==> config.mk <==
export PLATFORM = sky130hd
export DESIGN_NAME = crc_frame_sequencer_flat
export DESIGN_NICKNAME = d
export VERILOG_FILES = /design/src/rtl/crc_frame_sequencer_pkg.sv /design/src/rtl/crc_frame_sequencer_if.sv /design/src/rtl/crc_frame_sequencer_can_crc15_step.sv /design/src/rtl/crc_frame_sequencer.sv /design/src/flat_wrapper.sv
export SDC_FILE = /design/constraint.sdc
export NUM_CORES = 1
export LEC_CHECK = 0
export BUFFER_PORTS_ARGS = -buffer_cell sky130_fd_sc_hd__clkbuf_2
export CORE_MARGIN = 2
export CORE_UTILIZATION = 57
export CTS_CLUSTER_DIAMETER = 200
export CTS_CLUSTER_SIZE = 40
export DETAILED_ROUTE_END_ITERATION = 10
export PLACE_DENSITY = 0.81
export RECOVER_POWER = 100
export SLEW_MARGIN = 20
export SYNTH_ARGS = -nofsm -noshare
export SYNTH_HDL_FRONTEND = slang
export SYNTH_HIERARCHICAL = 1
export SYNTH_SLANG_ARGS = --single-unit
==> constraint.sdc <==
create_clock -name clock -period 2.7 [get_ports clock]
set_input_delay 0 -clock clock [delete_from_list [all_inputs] [get_ports clock]]
set_output_delay 0 -clock clock [all_outputs]
set_load 0.1 [all_outputs]
==> src/rtl/crc_frame_sequencer_pkg.sv <==
// crc_frame_sequencer_pkg: frame states, CAN field lengths and CRC-15 defaults
package crc_frame_sequencer_pkg;
  typedef enum logic [2:0] {IDLE, ARB, EXT, CTRL, DATA, CRC, DELIM} state_t;
  localparam int ID_STD = 11;
  localparam int ID_EXT = 18;
  localparam int DLC_W = 4;
  localparam int CRC_W_DEF = 15;
  localparam logic [CRC_W_DEF-1:0] CRC_POLY_DEF = 15'h4599;
endpackage

==> src/rtl/crc_frame_sequencer_if.sv <==
// crc_frame_sequencer_if: destuffer bit stream in, CRC status out
interface crc_frame_sequencer_if;
  import crc_frame_sequencer_pkg::*;
  logic bit_stb, stuff, bitval, abort;
  logic crc_en, in_crc, done, crc_ok, crc_err, form_err;
  logic [CRC_W_DEF-1:0] crc_calc, crc_rx;
  modport master(output bit_stb, stuff, bitval, abort,
                 input crc_en, crc_calc, crc_rx, in_crc, done, crc_ok, crc_err, form_err);
  modport slave(input bit_stb, stuff, bitval, abort,
                output crc_en, crc_calc, crc_rx, in_crc, done, crc_ok, crc_err, form_err);
endinterface

==> src/rtl/crc_frame_sequencer_can_crc15_step.sv <==
// can_crc15_step: enable-gated CRC shift register; clr restarts from zero in the same cycle
module can_crc15_step #(
  parameter int W = 15,
  parameter logic [W-1:0] POLY = 15'h4599
) (
  input  logic         clock,
  input  logic         reset,
  input  logic         clr,
  input  logic         en,
  input  logic         din,
  output logic [W-1:0] crc
);
  logic [W-1:0] base;
  assign base = clr ? '0 : crc;
  always_ff @(posedge clock)
    crc <= reset ? '0 : en ? ({base[W-2:0], 1'b0} ^ ((din ^ base[W-1]) ? POLY : '0)) : base;
endmodule

==> src/rtl/crc_frame_sequencer.sv <==
// crc_frame_sequencer: walks CAN frame fields, feeds SOF..data to CRC-15, checks CRC field and delimiter
module crc_frame_sequencer import crc_frame_sequencer_pkg::*; #(
  parameter int CRC_W = CRC_W_DEF,
  parameter logic [CRC_W-1:0] CRC_POLY = CRC_POLY_DEF,
  parameter int MAX_BYTES = 8
) (
  input logic clock,
  input logic reset,
  crc_frame_sequencer_if.slave bus
);
  state_t state, state_n;
  logic [6:0] cnt, cnt_n, len;
  logic [3:0] dlc_v, bytes;
  logic [2:0] dlc;
  logic rtr, ev, feed, sof, match;
  assign ev = bus.bit_stb && !bus.stuff && !bus.abort;
  assign dlc_v = {dlc, bus.bitval};
  assign bytes = (dlc_v > 4'(MAX_BYTES)) ? 4'(MAX_BYTES) : dlc_v;
  assign len = rtr ? 7'd0 : {bytes, 3'b000};
  assign sof = feed && state == IDLE;
  assign match = bus.crc_rx == bus.crc_calc;
  assign bus.in_crc = state == CRC || state == DELIM;
  always_ff @(posedge clock)
    if (reset) begin
      state <= IDLE;
      cnt <= '0;
    end else begin
      state <= state_n;
      cnt <= cnt_n;
    end
  always_comb begin
    state_n = state;
    cnt_n = cnt;
    feed = 1'b0;
    if (bus.abort) state_n = IDLE;
    else if (ev)
      case (state)
        IDLE: if (!bus.bitval) begin
          state_n = ARB;
          cnt_n = '0;
          feed = 1'b1;
        end
        ARB: begin
          feed = 1'b1;
          cnt_n = cnt == 7'(ID_STD + 1) ? '0 : cnt + 7'd1;
          if (cnt == 7'(ID_STD + 1)) state_n = bus.bitval ? EXT : CTRL;
        end
        EXT: begin
          feed = 1'b1;
          cnt_n = cnt == 7'(ID_EXT + 1) ? '0 : cnt + 7'd1;
          if (cnt == 7'(ID_EXT + 1)) state_n = CTRL;
        end
        CTRL: begin
          feed = 1'b1;
          cnt_n = cnt == 7'(DLC_W) ? len : cnt + 7'd1;
          if (cnt == 7'(DLC_W)) state_n = len == '0 ? CRC : DATA;
        end
        DATA: begin
          feed = 1'b1;
          cnt_n = cnt == 7'd1 ? '0 : cnt - 7'd1;
          if (cnt == 7'd1) state_n = CRC;
        end
        CRC: begin
          cnt_n = cnt == 7'(CRC_W - 1) ? '0 : cnt + 7'd1;
          if (cnt == 7'(CRC_W - 1)) state_n = DELIM;
        end
        DELIM: state_n = IDLE;
        default: state_n = IDLE;
      endcase
  end
  always_ff @(posedge clock)
    if (reset) begin
      bus.crc_en <= 1'b0;
      bus.done <= 1'b0;
      bus.crc_ok <= 1'b0;
      bus.crc_err <= 1'b0;
      bus.form_err <= 1'b0;
      bus.crc_rx <= '0;
      rtr <= 1'b0;
      dlc <= '0;
    end else begin
      bus.crc_en <= feed;
      bus.done <= 1'b0;
      if (sof) begin
        bus.crc_rx <= '0;
        bus.crc_err <= 1'b0;
        bus.form_err <= 1'b0;
      end
      if (ev && ((state == ARB && cnt == 7'(ID_STD)) || (state == EXT && cnt == 7'(ID_EXT)))) rtr <= bus.bitval;
      if (ev && state == CTRL) dlc <= dlc_v[2:0];
      if (ev && state == CRC) bus.crc_rx <= {bus.crc_rx[CRC_W-2:0], bus.bitval};
      if (ev && state == DELIM) begin
        bus.done <= 1'b1;
        bus.crc_ok <= match && bus.bitval;
        bus.crc_err <= !match;
        bus.form_err <= !bus.bitval;
      end
    end
  can_crc15_step #(.W(CRC_W), .POLY(CRC_POLY)) u_crc (
    .clock(clock),
    .reset(reset),
    .clr(sof),
    .en(feed),
    .din(bus.bitval),
    .crc(bus.crc_calc)
  );
endmodule

==> src/flat_wrapper.sv <==
// flat-port wrapper written by rule: the top's interface ports become plain ports
module crc_frame_sequencer_flat import crc_frame_sequencer_pkg::*;
#(
  parameter int CRC_W = CRC_W_DEF,
  parameter logic [CRC_W-1:0] CRC_POLY = CRC_POLY_DEF,
  parameter int MAX_BYTES = 8
)
  (clock, reset, bus_bit_stb, bus_stuff, bus_bitval, bus_abort, bus_crc_en, bus_crc_calc, bus_crc_rx, bus_in_crc, bus_done, bus_crc_ok, bus_crc_err, bus_form_err);
  crc_frame_sequencer_if bus_i ();
  input logic clock;
  input logic reset;
  input wire logic [$bits(bus_i.bit_stb)-1:0] bus_bit_stb;
  input wire logic [$bits(bus_i.stuff)-1:0] bus_stuff;
  input wire logic [$bits(bus_i.bitval)-1:0] bus_bitval;
  input wire logic [$bits(bus_i.abort)-1:0] bus_abort;
  output wire logic [$bits(bus_i.crc_en)-1:0] bus_crc_en;
  output wire logic [$bits(bus_i.crc_calc)-1:0] bus_crc_calc;
  output wire logic [$bits(bus_i.crc_rx)-1:0] bus_crc_rx;
  output wire logic [$bits(bus_i.in_crc)-1:0] bus_in_crc;
  output wire logic [$bits(bus_i.done)-1:0] bus_done;
  output wire logic [$bits(bus_i.crc_ok)-1:0] bus_crc_ok;
  output wire logic [$bits(bus_i.crc_err)-1:0] bus_crc_err;
  output wire logic [$bits(bus_i.form_err)-1:0] bus_form_err;
  assign bus_i.bit_stb = bus_bit_stb;
  assign bus_i.stuff = bus_stuff;
  assign bus_i.bitval = bus_bitval;
  assign bus_i.abort = bus_abort;
  assign bus_crc_en = bus_i.crc_en;
  assign bus_crc_calc = bus_i.crc_calc;
  assign bus_crc_rx = bus_i.crc_rx;
  assign bus_in_crc = bus_i.in_crc;
  assign bus_done = bus_i.done;
  assign bus_crc_ok = bus_i.crc_ok;
  assign bus_crc_err = bus_i.crc_err;
  assign bus_form_err = bus_i.form_err;
  crc_frame_sequencer #(.CRC_W(CRC_W), .CRC_POLY(CRC_POLY), .MAX_BYTES(MAX_BYTES)) u_core (.clock(clock), .reset(reset), .bus(bus_i));
endmodule
## Word-level counts from Yosys, hierarchy flattened

Cells that the tools add are included.
Widths: inputs -> output; s select.

- Bits in registers: 49
- Logic and storage cells: 93
- Bits of input ports: 6
- Output and inout port bits: 36

- Muxes and demuxes: 31
- Bitwise gates (word level): 3
- Reduce and logical (&&, ||, !) cells: 25
- Magnitude comparators: 1
- Equal/unequal tests: 20
- Add/sub/neg operators: 2

Operators with widths:

| cell | number |
|---|---|
| $mux 15 | 5 |
| $mux 7 | 7 |
| $pmux 7 s6 | 1 |
| $eq 7x4->1 const B | 3 |
| $mux 3 | 6 |
| $pmux 3 s6 | 1 |
| $eq 15x15->1 | 1 |
| $xor 15x15->15 | 1 |
| $eq 7x5->1 const B | 2 |
| $logic_and 1x1->1 | 10 |
| $eq 3x3->1 const B | 3 |
| $mux 1 | 9 |
| $ne 2x1->1 const B | 4 |
| $add 7x1->7 const B | 1 |
| $eq 7x1->1 const B | 1 |
| $eq 7x3->1 const B | 1 |
| $logic_not 7->1 | 1 |
| $reduce_and 7->1 | 1 |
| $sub 7x1->7 const B | 1 |
| $eq 3x2->1 const B | 2 |
| $reduce_bool 6->1 | 1 |
| $gt 4x4->1 const B | 1 |
| $logic_not 1->1 | 4 |
| $mux 4 | 1 |
| 11 further kinds | 14 |

## Logic depth before layout (Yosys ltp)

Gate-level depths: netlist of the first run.

- Word-level depth: 11
- Mapped depth: 9
- Depth with buffers taken out: 7

## Hierarchy

Netlist of the first run, hierarchy kept.

By module, submodules not included:

| module | instances | area an instance (um^2) | sequential area each (um^2) | cells each |
|---|---|---|---|---|
| crc_frame_sequencer | 1 | 2026.9 | 680.7 | 244 |
| can_crc15_step | 1 | 688.2 | 300.3 | 71 |

## Worst setup path after synthesis of the first run

No wires, ideal clock.

- Path type: register to output
- Start: register u_core.state[1]
- End: output bus_in_crc
- Path buffers: 2
- Data required time: 2.700 ns
- Cell stages (with the launch flop): 5
- Data arrival time: 2.291 ns
- Slack: 0.409 ns
- Path through: dfxtp_1 > buf_2 > buf_1 > nand2b_1 > a21oi_1

- Longest elaborated chain between the ends: 2
- Elaborated cells on any way between the ends: 3
- Those cells by class: 2 x eq/ne; 1 x reduce/logical

Ends and longest elaborated chain:

| item | RTL line | text |
|---|---|---|
| start: declaration | crc_frame_sequencer.sv:11 | `state_t state, state_n;` |
| start signal: assignment | crc_frame_sequencer.sv:28 | `state <= state_n;` |
| $eq 3x3->1 | crc_frame_sequencer.sv:22 | `assign bus.in_crc = state == CRC \|\| state == DELIM;` |
| $logic_or 1x1->1 (*) | crc_frame_sequencer.sv:22 |  |
| end: declaration | flat_wrapper.sv:19 | `output wire logic [$bits(bus_i.in_crc)-1:0] bus_in_crc;` |

Every way passes the cells marked *; elsewhere a longest branch is shown, timed or not.

## Final worst setup path of the first run

- Start: register u_core.cnt[4]
- End: register u_core.cnt[3]

- Longest elaborated chain between the ends: 3
- Elaborated cells on any way between the ends: 11
- Those cells by class: 5 x eq/ne; 6 x mux

Ends and longest elaborated chain:

| item | RTL line | text |
|---|---|---|
| start: declaration | crc_frame_sequencer.sv:12 | `logic [6:0] cnt, cnt_n, len;` |
| start signal: assignment | crc_frame_sequencer.sv:29 | `cnt <= cnt_n;` |
| $eq 7x4->1, or another cell as far along | crc_frame_sequencer.sv:64 | `cnt_n = cnt == 7'(CRC_W - 1) ? '0 : cnt + 7'd1;` |
| $mux 7, on equally long branches | -- |  |
| $pmux 7 s6 (*) | crc_frame_sequencer.sv:37 | `case (state)` |

Marks and branches as above.
A chain may end at the register's enable or synchronous reset.

==> results of run 1 <==
## logic make-up after synthesis
kind of cell             count (synthesis)  synth area share [%]
AO/OA/AOI/OAI                           74                 20.18
buffers and inverters                   28                 4.931
AND/OR/NAND/NOR                        123                 24.19
multiplexers                            13                 4.839
XOR/XNOR                                23                 7.420
adder cells (fa/ha/maj)                  5                 2.304
flip-flops                              49                 36.13
## worst register-to-register path: stages, from the launching register on
cell	delay, ns
dfxtp_1	0.41
nor3_1	0.52
nand4_1	0.38
nor4_1	0.51
a222oi_1	0.22
a221oi_1	0.25
## cell usage in the layout, fill, tap and decap left out, drive strengths merged, types with 3 or more instances in the layout
cell type  synthesis  layout
buf               14       3
a21oi             13      13
nor2              38      38
inv                4       5
xnor2             21      21
o21ai              5       5
o21bai             3       3
a221oi             3       3
o31ai              8       8
ha                 5       5
a31oi              3       3
mux2i             12      12
or3b               3       3
a22oi             16      16
clkbuf             9      46
nand4              8       8
dfxtp             49      49
nand2b             4       4
a32oi              6       6
nor3              10      10
nand2             21      21
nand3              8       8
nor2b              9       9
nor3b              3       3
or3                6       6
## layer usage
layer,up-vias,part of all wire [%]
met5,-,0
met1,1180,48
met4,0,1.4
met2,108,43
met3,10,7.3
li1,1205,-
## path summary, 6_finish.rpt
path | startpoint | to | slack [ns] | cells past startpoint
max reg2reg | u_core/cnt[4] | u_core/cnt[3] | 0.32 | 5
min | bus_stuff | u_core/state[2] | 0.18 | 5
min reg2reg | u_core/bus.crc_ok | u_core/bus.crc_ok | 0.47 | 2
max | u_core/cnt[4] | u_core/cnt[3] | 0.32 | 5
## per-stage QoR
| step | std cells | worst slack, ns | hold WS (ns) | utilization (%) | cell area, sq um |
|---|---|---|---|---|---|
| 2_1_floorplan | 315 | 0.4087 | 0.06907 | - | 2715 |
| 3_3_place_gp | 390 | 0.6023 | 0.2170 | 62.12 | 2895 |
| 3_5_place_dp | 390 | 0.5114 | 0.2206 | 62.12 | 2895 |
| 4_1_cts | 399 | 0.4859 | 0.1747 | 64.75 | 3018 |
| 5_1_grt | 399 | 0.2131 | 0.2480 | 63.22 | 2947 |
| 6_report | 399 | 0.3243 | 0.1830 | 63.22 | 2947 |
## final cells by class
type / count / area share, %
Timing Repair Buffer: 45 / 6.497
Inverter: 5 / 0.6369
Multi-Input combinational cell: 238 / 53.46
Tap cell: 54 / 2.293
Sequential cell: 49 / 33.29
Clock inverter: 3 / 1.486
Clock buffer: 5 / 2.335
## sequential cells by signal, summed over array words and instances, names as in the netlist
register and flops:
u_core/bus.crc_en 1, u_core/bus.crc_err 1, u_core/bus.crc_ok 1, u_core/bus.crc_rx 15, u_core/bus.done 1, u_core/bus.form_err 1
u_core/cnt 7, u_core/dlc 3, u_core/rtr 1, u_core/state 3, u_core/u_crc/crc 15
## power by group through the flow
stage	combinational, mW	sequential, mW	clock (mW)
2_1_floorplan	0.0514	0.765	0
3_3_place_gp	0.0858	0.748	0
3_5_place_dp	0.0868	0.749	0
4_1_cts	0.0882	0.732	0.545
5_1_grt	0.0937	0.733	0.574
6_report	0.0877	0.732	0.538
==> results by group, run 1 <==
Clocking
  – Resized cells post-CTS: 0
  – Post-CTS Setup Repair Bufs: 0
  – Latest clock arrival within the worst-skew pair: 0.31 ns
  – Clock Root Buffer: clkbuf_8
  – H-tree levels: 2
  – Clock transition at the registers of the reported paths: 0.10 ns
  – Total number of clock tree sinks: 49
  – Hold buffers post-CTS: 1
  – Clock tree from TritonCTS: built
  – Number of buffers on the longest clock path: 2
  – Total clock buffers created by CTS: 5

Logic synthesis
  – Most area-consuming cells after synthesis: dfxtp_1 36%, xnor2_1 6.8%, nor2_1 5.1%, mux2i_1 4.4%, a22oi_1 4.4%
  – Number of cells produced by synthesis: 315
  – Synth Net Count: 326
  – Yosys cell types: 58
  – Primary FF master, synth: dfxtp_1
  – Most used standard cells in the synthesized netlist: 49 x dfxtp_1, 37 x nor2_1, 21 x nand2_1, 21 x xnor2_1, 16 x a22oi_1
  – Post-synthesis cell type with the largest combined area: dfxtp_1
  – Post-synthesis instance area: 2715 sq um
  – Ys Warns: 6
  – Number of enable flip-flop cells after synthesis: 0
  – Share of flip-flops with an asynchronous set or reset after synthesis: 0%
  – Share of Yosys cell area claimed by the top area cell type: 36.13%
  – Average footprint of a synthesized cell: 8.619 sq um
  – Register bit count reported by yosys: 49
  – Most used standard cell by instance count after synthesis: dfxtp_1
  – Sequential element share of the synthesized area: 36.13%

Routing
  – Routed wire per std cell: 16.66 um
  – DRC Markers: 0
  – Number of search-and-repair iterations in the first detailed-routing pass: 5
  – Number of design-rule violations left by the first detailed-router iteration: 387
  – Average via count per standard cell: 6.273
  – Number of nets still failing antenna checks after routing: 0
  – Total number of vias: 2503
  – DRT Wirelength: 6648 um

Global routing
  – Largest net degree at the start of global routing: 39
  – Global-route wire length before repair: 10680 um
  – Met3 track demand over resource in global routing: 5.249%
  – GR Overflow Total: 0
  – Global route hottest layer: met1
  – Number of antenna violations at the first check in global routing: 0
  – All-layer global routing usage: 25.34%
  – M1 GR Usage: 38.07%
  – Met2 Use GR: 36.04%
  – Vias in the first global route: 2206

STA
  – Setup Skew: 0.01427 ns
  – Final setup violating endpoints: 0
  – Period utilization: 87.99%
  – Max-slew headroom at the worst pin: 22.19%
  – Maximum clock frequency: 420.9 MHz
  – Final Hold Fails: 0
  – Setup repair after global routing missed its margin: false
  – Pins Over Slew Limit: 0
  – Final critical path time including I/O delays and setup: 2.376 ns
  – Worst Max-Slew Pin Slew: 1.172 ns
  – Final TNS setup: 0 ns

Pwr
  – Power density normalized to cell area: 460.6 nW/um^2
  – Combinational cell fraction of total power: 6.5%
  – Sw Ratio: 24.44%
  – Seq pwr share: 53.9%
  – IR Drop Worst-Case VDD: 0.2859 mV
  – Leak: 0.9733 nW
  – Clock Power Share: 39.6%
  – Overall power consumption: 1.357 mW
  – Switching power of the nets: 331.7 uW
  – Internal power of the cells: 1.026 mW

Place
  – Count of input and output buffers: 41
  – HPWL after DPL: 4644 um
  – Final estimated routing congestion in global placement: 0.8816

Critical path
  – Highest-delay cell along the critical path: nor3_1
  – Crit path capture type: flop
  – Total buffers and inverters traversed by the critical path: 0
  – Cell family contributing the most delay on the critical path: simple AND/OR/NAND/NOR gates
  – Worst-path maximum fanout: 11
  – Setup Crit Path Kind: flop to flop
  – Maximum single-stage delay on the critical path: 0.52 ns
  – CP required: 2.91 ns
  – Arr. time, crit path: 2.59 ns
  – Critical path launch point type: flop
  – Cell chain of the critical path: nor3_1, nand4_1, nor4_1, a222oi_1, a221oi_1

Floorplan
  – Die boundary height: 73.02 um
  – Die span in x: 73.02 um
  – Row Count: 25
  – I/O pins: 42
  – Starting Density: 58.26%
  – Die area: 5331 sq um
  – Core box area: 4661 sq um

Layout
  – Area of combinational cells with multiple inputs: 1575 sq um
  – Net count, final: 355
  – Proportion of layout cells with a drive suffix above 1: 5.507%
  – # fillers: 447
  – Relative area change from synthesis to final layout: 8.525%
  – FF+latch area: 980.9 sq um
  – Total inserted antenna cells: 0

Worst hold path
  – HP Class: primary input to flop

Run
  – Max-cap check violation count: 0

Status
  – Status: finished clean
No activity file was read; power rests on OpenSTA's default activity.
==> inputs of run 2 (changes only) <==
CORE_ASPECT_RATIO = 0.9   (was not set)
==> run 2 against run 1 <==
Clock power is 22% lower. Clock-buffer cell count up 2. Cell area is 0.21% lower. Non-clock buffer count is 1 higher. Critical path type is now primary input to flop. Clock skew decreased by 0.0032 ns. Register-to-register slack improved by 0.05 ns. Fmax fell by 1.7%. Via count increased by 0.24%. Combinational power about the same. Critical path depth up 4. Core utilization rose by 1.9 points. Total power shrank 8.7%.
==> results by group, run 2 (synthesized netlist as in run 1, its figures left out) <==
Status
  – Status: finished clean (unchanged)

STA
  – Pins Over Slew Limit: 0 (unchanged)
  – Period utilization: 89.52% (was 87.99%)
  – Final Hold Fails: 0 (unchanged)
  – Final TNS setup: 0 ns (unchanged)
  – Max-slew headroom at the worst pin: 21.11% (was 22.19%)
  – Worst Max-Slew Pin Slew: 1.189 ns (was 1.172 ns)
  – Maximum clock frequency: 413.7 MHz (was 420.9 MHz)
  – Final setup violating endpoints: 0 (unchanged)
  – Setup Skew: 0.01104 ns (was 0.01427 ns)
  – Final critical path time including I/O delays and setup: 2.417 ns (was 2.376 ns)
  – Setup repair after global routing missed its margin: false (unchanged)

Layout
  – Relative area change from synthesis to final layout: 8.295% (was 8.525%)
  – Final core occ: 65.08% (was 63.22%)
  – Proportion of layout cells with a drive suffix above 1: 5.491% (was 5.507%)
  – Largest registers in the final layout: u_core/bus.crc_rx (15), u_core/u_crc/crc (15), u_core/cnt (7) (unchanged)
  – # fillers: 418 (was 447)
  – Net count, final: 356 (was 355)
  – Post-route cell area: 2940 sq um (was 2947 sq um)
  – Most common library cell in the layout ignoring fill and taps: dfxtp_1 (unchanged)
  – Area of combinational cells with multiple inputs: 1587 sq um (was 1575 sq um)
  – Total inserted antenna cells: 0 (unchanged)
  – Commonest cells after routing, fill and taps aside: 49 x dfxtp_1, 40 x clkbuf_1, 38 x nor2_1, 21 x nand2_1, 21 x xnor2_1 (was 49 x dfxtp_1, 38 x nor2_1, 37 x clkbuf_1, 21 x nand2_1, 21 x xnor2_1)
  – FF+latch area: 980.9 sq um (unchanged)

Floorplan
  – Die area: 5332 sq um (was 5331 sq um)
  – I/O pins: 42 (unchanged)
  – Core box area: 4518 sq um (was 4661 sq um)
  – Die span in x: 76.75 um (was 73.02 um)
  – Row Count: 23 (was 25)
  – Starting Density: 60.09% (was 58.26%)
  – Die boundary height: 69.48 um (was 73.02 um)

Routing
  – Routed wire per std cell: 16.22 um (was 16.66 um)
  – Total number of vias: 2509 (was 2503)
  – Number of design-rule violations left by the first detailed-router iteration: 250 (was 387)
  – Average via count per standard cell: 6.150 (was 6.273)
  – Number of nets still failing antenna checks after routing: 0 (unchanged)
  – DRT Wirelength: 6617 um (was 6648 um)
  – DRC Markers: 0 (unchanged)
  – Number of search-and-repair iterations in the first detailed-routing pass: 5 (unchanged)

Global routing
  – Largest net degree at the start of global routing: 39 (unchanged)
  – Global-route wire length before repair: 10650 um (was 10680 um)
  – Vias in the first global route: 2172 (was 2206)
  – Number of antenna violations at the first check in global routing: 0 (unchanged)
  – GR Overflow Total: 0 (unchanged)
  – All-layer global routing usage: 24.63% (was 25.34%)

Place
  – Final estimated routing congestion in global placement: 0.9028 (was 0.8816)
  – Placed cell areas: 2913 sq um (was 2895 sq um)
  – Count of input and output buffers: 41 (unchanged)
  – HPWL after DPL: 4694 um (was 4644 um)

Worst hold path
  – Worst hold stages: 5 (unchanged)
  – HP Class: primary input to flop (unchanged)
  – Hold_sp: bus_stuff (unchanged)
  – Worst hold path endpoint: u_core/state[2] (unchanged)

Critical path
  – Setup Crit Path Kind: primary input to flop (was flop to flop)
  – Worst-path maximum fanout: 15 (was 11)
  – Cell chain of the critical path: dlygate4sd3_1, clkbuf_1, or3b_1, a21oi_1, and2_0, clkbuf_2, nor3_1, a32oi_1, o31ai_1 (was nor3_1, nand4_1, nor4_1, a222oi_1, a221oi_1)
  – Depth of the worst register-to-register path: 7 (was 5)
  – Crit path capture type: flop (unchanged)
  – Critical path launch point type: primary input (was flop)
  – Highest-delay cell along the critical path: dlygate4sd3_1 (was nor3_1)
  – Total buffers and inverters traversed by the critical path: 3 (was 0)
  – Launch point of the worst reg-to-reg path: u_core/state[1] (was u_core/cnt[4])
  – Arr. time, crit path: 2.60 ns (was 2.59 ns)
  – Cell family contributing the most delay on the critical path: buffers and inverters (was simple AND/OR/NAND/NOR gates)
  – Reg-to-reg setup timing slack: 0.37 ns (was 0.32 ns)
  – Endpoint of the most critical register-to-register path: u_core/u_crc/crc[8] (was u_core/cnt[3])
  – Maximum single-stage delay on the critical path: 0.54 ns (was 0.52 ns)
  – CP required: 2.88 ns (was 2.91 ns)

Clocking
  – Clock Root Buffer: clkbuf_8 (unchanged)
  – Latest clock arrival within the worst-skew pair: 0.31 ns (about the same)
  – Clock tree from TritonCTS: built (unchanged)
  – Total number of clock tree sinks: 49 (unchanged)
  – Clock transition at the registers of the reported paths: 0.09 ns (was 0.10 ns)
  – Resized cells post-CTS: 0 (unchanged)
  – Number of buffers on the longest clock path: 2 (unchanged)
  – H-tree levels: 2 (unchanged)
  – Total clock buffers created by CTS: 5 (unchanged)

Pwr
  – Combinational cell fraction of total power: 7.1% (was 6.5%)
  – Clock Power Share: 33.9% (was 39.6%)
  – Power density normalized to cell area: 421.3 nW/um^2 (was 460.6 nW/um^2)
  – Internal power of the cells: 931.0 uW (was 1.026 mW)
  – Sw Ratio: 24.85% (was 24.44%)
  – Seq pwr share: 59.0% (was 53.9%)
  – IR Drop Worst-Case VDD: 0.2660 mV (was 0.2859 mV)
  – Switching power of the nets: 307.8 uW (was 331.7 uW)
  – Leak: 0.9560 nW (was 0.9733 nW)

Run
  – Max-cap check violation count: 0 (unchanged)
run 2: final cells by class:
cell class	count	share of cell area (%)
Clock buffer	7	2.596
Clock inverter	1	0.2553
Inverter	5	0.6383
Multi-Input combinational cell	238	53.96
Sequential cell	49	33.36
Tap cell	62	2.638
Timing Repair Buffer	46	6.553
run 2: through the flow:
| stage | hold slack (ns) | setup WS, ns | instances | power [mW] |
|---|---|---|---|---|
| 6_report | 0.1785 | 0.2830 | 408 | 1.239 |
| 5_1_grt | 0.2187 | 0.1385 | 408 | 1.287 |
| 4_1_cts | 0.1611 | 0.4431 | 408 | 1.256 |
| 3_5_place_dp | 0.2236 | 0.5413 | 399 | 0.8358 |
| 3_3_place_gp | 0.2140 | 0.5758 | 399 | 0.8351 |
| 2_1_floorplan | 0.06907 | 0.4087 | 315 | 0.8166 |
run 2: worst min-delay path, delay by kind of cell:
kind	cells	cell delay, ns
AND/OR/NAND/NOR	3	0.28
AO/OA/AOI/OAI	1	0.07
buffers and inverters	1	0.09
run 2: power groups by stage:
stage	clock (mW)	combinational, mW	sequential [mW]
4_1_cts	0.435	0.0889	0.731
6_report	0.420	0.0876	0.731
5_1_grt	0.460	0.0944	0.732
3_5_place_dp	0	0.0873	0.748
2_1_floorplan	0	0.0514	0.765
3_3_place_gp	0	0.0868	0.748
run 2: worst max-delay path by stage:
stage / startpoint / end / slack, ns / depth (start not counted)
CTS: bus_abort / u_core/u_crc/crc[8] / 0.44 / 8
global placement: u_core/state[1] / u_core/u_crc/crc[8] / 0.58 / 6
detailed placement: u_core/cnt[0] / u_core/cnt[3] / 0.54 / 7
floorplan: u_core/state[1] / bus_in_crc / 0.41 / 4
finish: bus_abort / u_core/u_crc/crc[8] / 0.28 / 9
global route: u_core/state[1] / u_core/u_crc/crc[4] / 0.14 / 7
run 2: per-layer routing:
| metal | global-route usage, % | wire, um | up-vias |
|---|---|---|---|
| met5 | 0 | 0 | - |
| met4 | 7.677 | 100 | 0 |
| met3 | 6.510 | 497 | 10 |
| met2 | 36.74 | 3010 | 116 |
| met1 | 34.75 | 3008 | 1179 |
| li1 | - | - | 1204 |
run 2: repair_timing:
action	CTS	global route
setup buffers	0	0
endpoints found under the setup margin	0	0
endpoints found under the hold margin	1	0
hold buffers	1	0
